$ cat src/rtl/rbi_l2_mmio_bridge.sv
// L2 ring node that turns ring requests in the 0xF000_0000 MMIO window into single
// accesses on a 64-bit MMIO port, then injects the response into the next empty slot.
module rbi_l2_mmio_bridge #(
  parameter int MMIO_TIMEOUT = 4095
) (
  input  logic         clock,
  input  logic         reset,
  input  logic [47:0]  memAddrIn,
  output logic [47:0]  memAddrOut,
  input  logic [127:0] memDataIn,
  output logic [127:0] memDataOut,
  input  logic [15:0]  memOpmIn,
  output logic [15:0]  memOpmOut,
  input  logic [15:0]  memSeqIn,
  output logic [15:0]  memSeqOut,
  input  logic [7:0]   unitNodeId,
  output logic [31:0]  mmioAddr,
  output logic [4:0]   mmioOpm,
  input  logic [63:0]  mmioInData,
  output logic [63:0]  mmioOutData,
  input  logic [1:0]   mmioOK
);

  localparam int CNT_W = (MMIO_TIMEOUT < 2) ? 1 : $clog2(MMIO_TIMEOUT + 1);
  localparam logic [CNT_W-1:0] TIMEOUT_LAST = CNT_W'(MMIO_TIMEOUT - 1);

  localparam logic [1:0] OK_READY = 2'b00;
  localparam logic [1:0] OK_DONE  = 2'b01;
  localparam logic [1:0] OK_FAULT = 2'b11;

  typedef enum logic [1:0] {
    IDLE    = 2'd0,
    ACCESS  = 2'd1,
    RELEASE = 2'd2,
    RESPOND = 2'd3
  } bridgeState_t;

  bridgeState_t state, nextState;

  logic [47:0]      reqAddr;
  logic [15:0]      reqOpm;
  logic [15:0]      reqSeq;
  logic [63:0]      reqData;
  logic [63:0]      readData;
  logic             fault;
  logic [CNT_W-1:0] waitCnt;

  logic isHit, slotEmpty, timeoutHit, reqIsStore, accept, inject;

  // The node ID is carried for debug visibility only; decode is purely address based.
  logic unusedNodeId;
  assign unusedNodeId = ^unitNodeId;

  assign isHit      = memOpmIn[7] && (memAddrIn[47:32] == 16'h0) && (memAddrIn[31:28] == 4'hF);
  assign slotEmpty  = (memOpmIn[7:0] == 8'h00);
  assign timeoutHit = (waitCnt == TIMEOUT_LAST);
  assign reqIsStore = reqOpm[6];

  assign mmioAddr    = reqAddr[31:0];
  assign mmioOutData = reqData;

  always_ff @(posedge clock or negedge reset) begin
    if (!reset) state <= IDLE;
    else        state <= nextState;
  end

  // NOTE: every output of this block gets a default first so no path infers a latch.
  always_comb begin
    nextState = state;
    accept    = 1'b0;
    inject    = 1'b0;
    mmioOpm   = 5'd0;
    unique case (state)
      IDLE: begin
        if (isHit) begin
          accept    = 1'b1;
          nextState = ACCESS;
        end
      end
      ACCESS: begin
        mmioOpm = {(reqIsStore ? 2'b10 : 2'b01), reqOpm[2:0]};
        if (mmioOK == OK_DONE || mmioOK == OK_FAULT || timeoutHit) nextState = RELEASE;
      end
      RELEASE: begin
        if (mmioOK == OK_READY || timeoutHit) nextState = RESPOND;
      end
      RESPOND: begin
        if (slotEmpty) begin
          inject    = 1'b1;
          nextState = IDLE;
        end
      end
      default: nextState = IDLE;
    endcase
  end

  // NOTE: registered state uses non-blocking assignments so all flops update from
  // the same pre-edge values regardless of statement order.
  always_ff @(posedge clock or negedge reset) begin
    if (!reset) begin
      // NOTE: the request latches are cleared too, so a reset mid-access leaves
      // nothing behind that could later surface as a stray response.
      reqAddr    <= '0;
      reqOpm     <= '0;
      reqSeq     <= '0;
      reqData    <= '0;
      readData   <= '0;
      fault      <= 1'b0;
      waitCnt    <= '0;
      memAddrOut <= '0;
      memDataOut <= '0;
      memOpmOut  <= '0;
      memSeqOut  <= '0;
    end else begin
      if (accept) begin
        reqAddr  <= memAddrIn;
        reqOpm   <= memOpmIn;
        reqSeq   <= memSeqIn;
        reqData  <= memDataIn[63:0];
        readData <= '0;
        fault    <= 1'b0;
      end

      if (state == ACCESS) begin
        if (mmioOK == OK_DONE) begin
          readData <= reqIsStore ? 64'h0 : mmioInData;
          fault    <= 1'b0;
        end else if (mmioOK == OK_FAULT || timeoutHit) begin
          fault <= 1'b1;
        end
      end

      // One counter serves both wait phases; it restarts on every state change.
      if (state != nextState)
        waitCnt <= '0;
      else if (state == ACCESS || state == RELEASE)
        waitCnt <= waitCnt + CNT_W'(1);

      if (accept) begin
        memAddrOut <= '0;
        memDataOut <= '0;
        memOpmOut  <= '0;
        memSeqOut  <= '0;
      end else if (inject) begin
        memAddrOut <= reqAddr;
        memDataOut <= {64'h0, (fault ? 64'h0 : readData)};
        memOpmOut  <= {reqOpm[15:8], 2'b01, (fault ? 6'h3F : reqOpm[5:0])};
        memSeqOut  <= reqSeq;
      end else begin
        memAddrOut <= memAddrIn;
        memDataOut <= memDataIn;
        memOpmOut  <= memOpmIn;
        memSeqOut  <= memSeqIn;
      end
    end
  end

endmodule

$ cat config.mk
export PLATFORM = sky130hd
export DESIGN_NAME = rbi_l2_mmio_bridge
export DESIGN_NICKNAME = d
export VERILOG_FILES = /design/src/rtl/rbi_l2_mmio_bridge.sv
export SDC_FILE = /design/constraint.sdc
export NUM_CORES = 1
export LEC_CHECK = 0
export ABC_CLOCK_PERIOD_IN_PS = 4350
export BUFFER_PORTS_ARGS = -buffer_cell sky130_fd_sc_hd__buf_4
export CORE_AREA = 3 3 228 230
export CTS_CLUSTER_SIZE = 28
export DETAILED_ROUTE_END_ITERATION = 10
export DIE_AREA = 0 0 231 233
export HOLD_SLACK_MARGIN = 0.1
export PLACE_DENSITY = 0.55
export SYNTH_ARGS = -nofsm -noshare
export SYNTH_HDL_FRONTEND = slang
export SYNTH_SLANG_ARGS = --single-unit
$ cat constraint.sdc
create_clock -name clock -period 4.35 [get_ports clock]
set_input_delay 0.435 -clock clock [delete_from_list [all_inputs] [get_ports clock]]
set_output_delay 0.435 -clock clock [all_outputs]
set_load 0.005 [all_outputs]
==> metrics.md <==
| Metric | Value |
|---|---|
| Outcome | `complete, no violations` |
| Buffers on Ports | `584` |
| Sw frac | `25.1%` |
| Critical path peak fanout | `145` |
| Clk_lat worst skew | `0.58 ns` |
| Area grow syn2layout | `53.7%` |
| CP Class | `primary input to flip-flop` |
| Pwr Total | `10.4 mW` |
| Top-count cell post-synth | `nand2_1` |
| Yosys reg bits | `430` |
| CORE AREA | `0.0501 mm2` |
| HPWL Detailed | `38200 um` |
| Via density | `4.68` |
| Seq/Total Area, Yosys | `64.2%` |
| Die Wd | `231 um` |
| Distinct cells, synth | `41` |
| # IOs | `593` |
| Internal power | `7.82 mW` |
| Max IR drop VDD | `0.284 mV` |
| RSZ-0062 raised after global routing | `no` |
| Inserted Clock Buffers | `48` |
| Setup_tns | `0 ns` |
| Power Density | `405 mW/mm2` |
| RePlAce Congestion | `0.832` |
| First-pass GRT wire length | `90600 um` |
| Via count | `14500` |
| Clock Skew | `0.0243 ns` |
| DRC Markers | `0` |
| Multi-input logic area | `0.00516 mm2` |
| Number of DRC markers in iteration 0 | `954` |
| Wirelength per Cell | `19.1 um` |
| Fillcell total | `4520` |
| Avg Inst Size Synth | `10.4 um2` |
| Buffers plus inverters on the worst setup path | `3` |
| Starting Density | `33.5%` |
| Post-route minimum period | `2.87 ns` |
| CP Data Arrival Time | `3.33 ns` |
| Max-Cap Viols | `0` |
| Startpoint types | `primary input` |
| Rows | `82` |
| Antenna violations before repair | `9` |
| Worst Tran Pin Value | `1.07 ns` |
| Flip-flop and latch area | `0.0108 mm2` |
| Chip Height | `233 um` |
| Mapped Area | `0.0168 mm2` |
| Post-synth top area cell | `dfrtp_1` |
| Overall routing resource usage | `21.5%` |
| Synth top area cells | `dfrtp_1, nand2_1, a21oi_1, a22o_1, nand3b_1` |
| Crit end category | `flip-flop` |
| Synth top cells by count | `nand2_1, dfrtp_1, a21oi_1` |
| Slowest CP cell | `dlygate4sd3_1` |
| Clock share of power | `40.3%` |
| Comb power frac | `15.0%` |
| Critical path required time | `4.81 ns` |
| Post-synth EDFFs | `0` |
| Final Hold Viols | `0` |
| Placed cell areas | `0.0214 mm2` |
| Vias in the first global route | `15300` |
| Setup-failing EPs final | `0` |
| Asr flop ratio synth | `100%` |
| Final nets | `2685` |
| Syn Inst Count | `1619` |
| Slew headroom | `28.2%` |
| Worst min path class | `primary input to flip-flop` |
| Primary FF master, synth | `dfrtp_1` |
| Post-Layout Cell Count | `3110` |
| LEAKAGE | `13.2 nW` |
| WL final | `59300 um` |
| Slew Limit Fails | `0` |
| Post-Place Cells | `2749` |
| First-pass iteration count of the detailed router | `5` |
| # H-tree levels | `2` |
| Layout cells sized above 1 | `28.4%` |
| Largest net degree at the start of global routing | `158` |
| Root buf cell | `clkbuf_16` |
| Total grt overflow | `0` |
| Achievable Freq | `349 MHz` |
| Final period util | `65.9%` |
| CTS tree | `built` |
| Worst hold slack | `0.128 ns` |
| Post-synth top area share | `64.2%` |
| YS warnings | `0` |
| Crit-path cells | `dlygate4sd3_1, buf_4, or4_4, nor2_4, nand2_4, buf_12, and3_1` |
| CP peak stage delay | `0.55 ns` |
| Crit-path leading delay family | `simple AND/OR/NAND/NOR gates` |
| Sw power | `2.62 mW` |
| DRT antenna net count | `0` |
| Sequential Power Share | `44.6%` |
| Clock sinks | `430` |
| Post-route cell area | `0.0258 mm2` |
| Clk slew on worst S/H paths | `0.07 ns` |
| Post-Syn Nets | `1910` |
| DIE AREA | `0.0538 mm2` |
| Clock Tree Buf Depth | `3` |
-- cell families (layout without fill, tap and decap cells) --
kind of cell | after synthesis | after routing | synth area share, %
simple gates | 800 | 800 | 21.4
flops | 430 | 430 | 64.2
compound gates | 214 | 214 | 8.06
buf+inv | 156 | 966 | 5.15
xor+xnor | 11 | 11 | 0.575
fa+ha+maj | 7 | 7 | 0.523
mux | 1 | 1 | 0.0672
other cells | 0 | 9 | 0
-- routing by layer --
metal	track usage, %	wire (um)	part of all wire [%]	vias up
li1	-	-	-	6812
met2	34.7	27900	47	522
met5	0	13	0.022	-
met4	7.90	1870	3.2	2
met3	7.33	5480	9.2	112
met1	26.9	24000	41	7101
-- through the flow --
stage               utilization (%)  worst slack (ns)
floorplan                         -              2.45
global placement               42.8              1.59
detailed placement             42.8              1.57
CTS                            51.4              1.66
global route                   51.4              1.49
finish                         51.4              1.48
-- layout by cell type (no fill, tap or decap), drive strengths merged, types with 2 or more instances in the layout --
cell type,netlist,routed
a21oi,126,126
a22o,64,64
a22oi,2,2
and2,22,22
and3,66,66
and4,2,2
buf,92,601
bufinv,0,5
clkbuf,51,67
clkinv,0,9
clkinvlp,0,2
dfrtp,430,430
diode,0,9
dlygate4sd3,0,267
ha,7,7
inv,13,15
nand2,591,591
nand2b,4,4
nand3,4,4
nand3b,65,65
nand4,7,7
nor2,14,14
nor3,13,13
nor3b,2,2
nor4,3,3
o211ai,5,5
o21ai,14,14
or4,3,3
xnor2,6,6
xor2,5,5
-- area by class of cell --
class | instances | area share, %
sequential | 430 | 41.8
clock buffer | 67 | 5.37
clock inverter | 18 | 0.943
multi-input combinational | 1033 | 20.0
tap | 672 | 3.26
timing repair buffer | 868 | 28.3
inverter | 13 | 0.189
antenna | 9 | 0.0875
-- worst paths after layout --
| path | start | end | slack [ns] | cells after the start |
|---|---|---|---|---|
| max in group asynchronous | reset | reqAddr[6] | 2.61 | 3 |
| hold reg to reg | reqAddr[34] | memAddrOut[34] | 0.45 | 2 |
| hold / removal | memOpmIn[7] | memOpmOut[7] | 0.13 | 2 |
| setup / recovery | memOpmIn[0] | memDataOut[123] | 1.48 | 7 |
| setup reg to reg | state[1] | readData[59] | 1.64 | 6 |
| min in group asynchronous | reset | memDataOut[18] | 0.56 | 2 |
-- power by group through the flow --
stage | Sequential (mW) | Combinational [mW] | Clock [mW]
finish | 4.66 | 1.57 | 4.21
global route | 4.70 | 1.72 | 4.49
CTS | 4.65 | 1.59 | 4.32
detailed placement | 4.71 | 1.38 | 0
global placement | 4.70 | 1.35 | 0
floorplan | 4.67 | 0.700 | 0
-- repair_timing --
item | 4_1_cts | 5_1_grt
endpoints found under the hold margin | 482 | 0
buffers inserted | 0 | 0
gates resized for setup | 0 | 0
hold buffers | 267 | 0
-- registers in the layout (all words and copies together), names as in the netlist, 15 cells and up --
signal	flops
memOpmOut	16
memAddrOut	48
mmioOutData	64
reqAddr	48
reqSeq	16
reqOpm	15
readData	64
memDataOut	128
memSeqOut	16
Power figures use the tool's default switching activity.
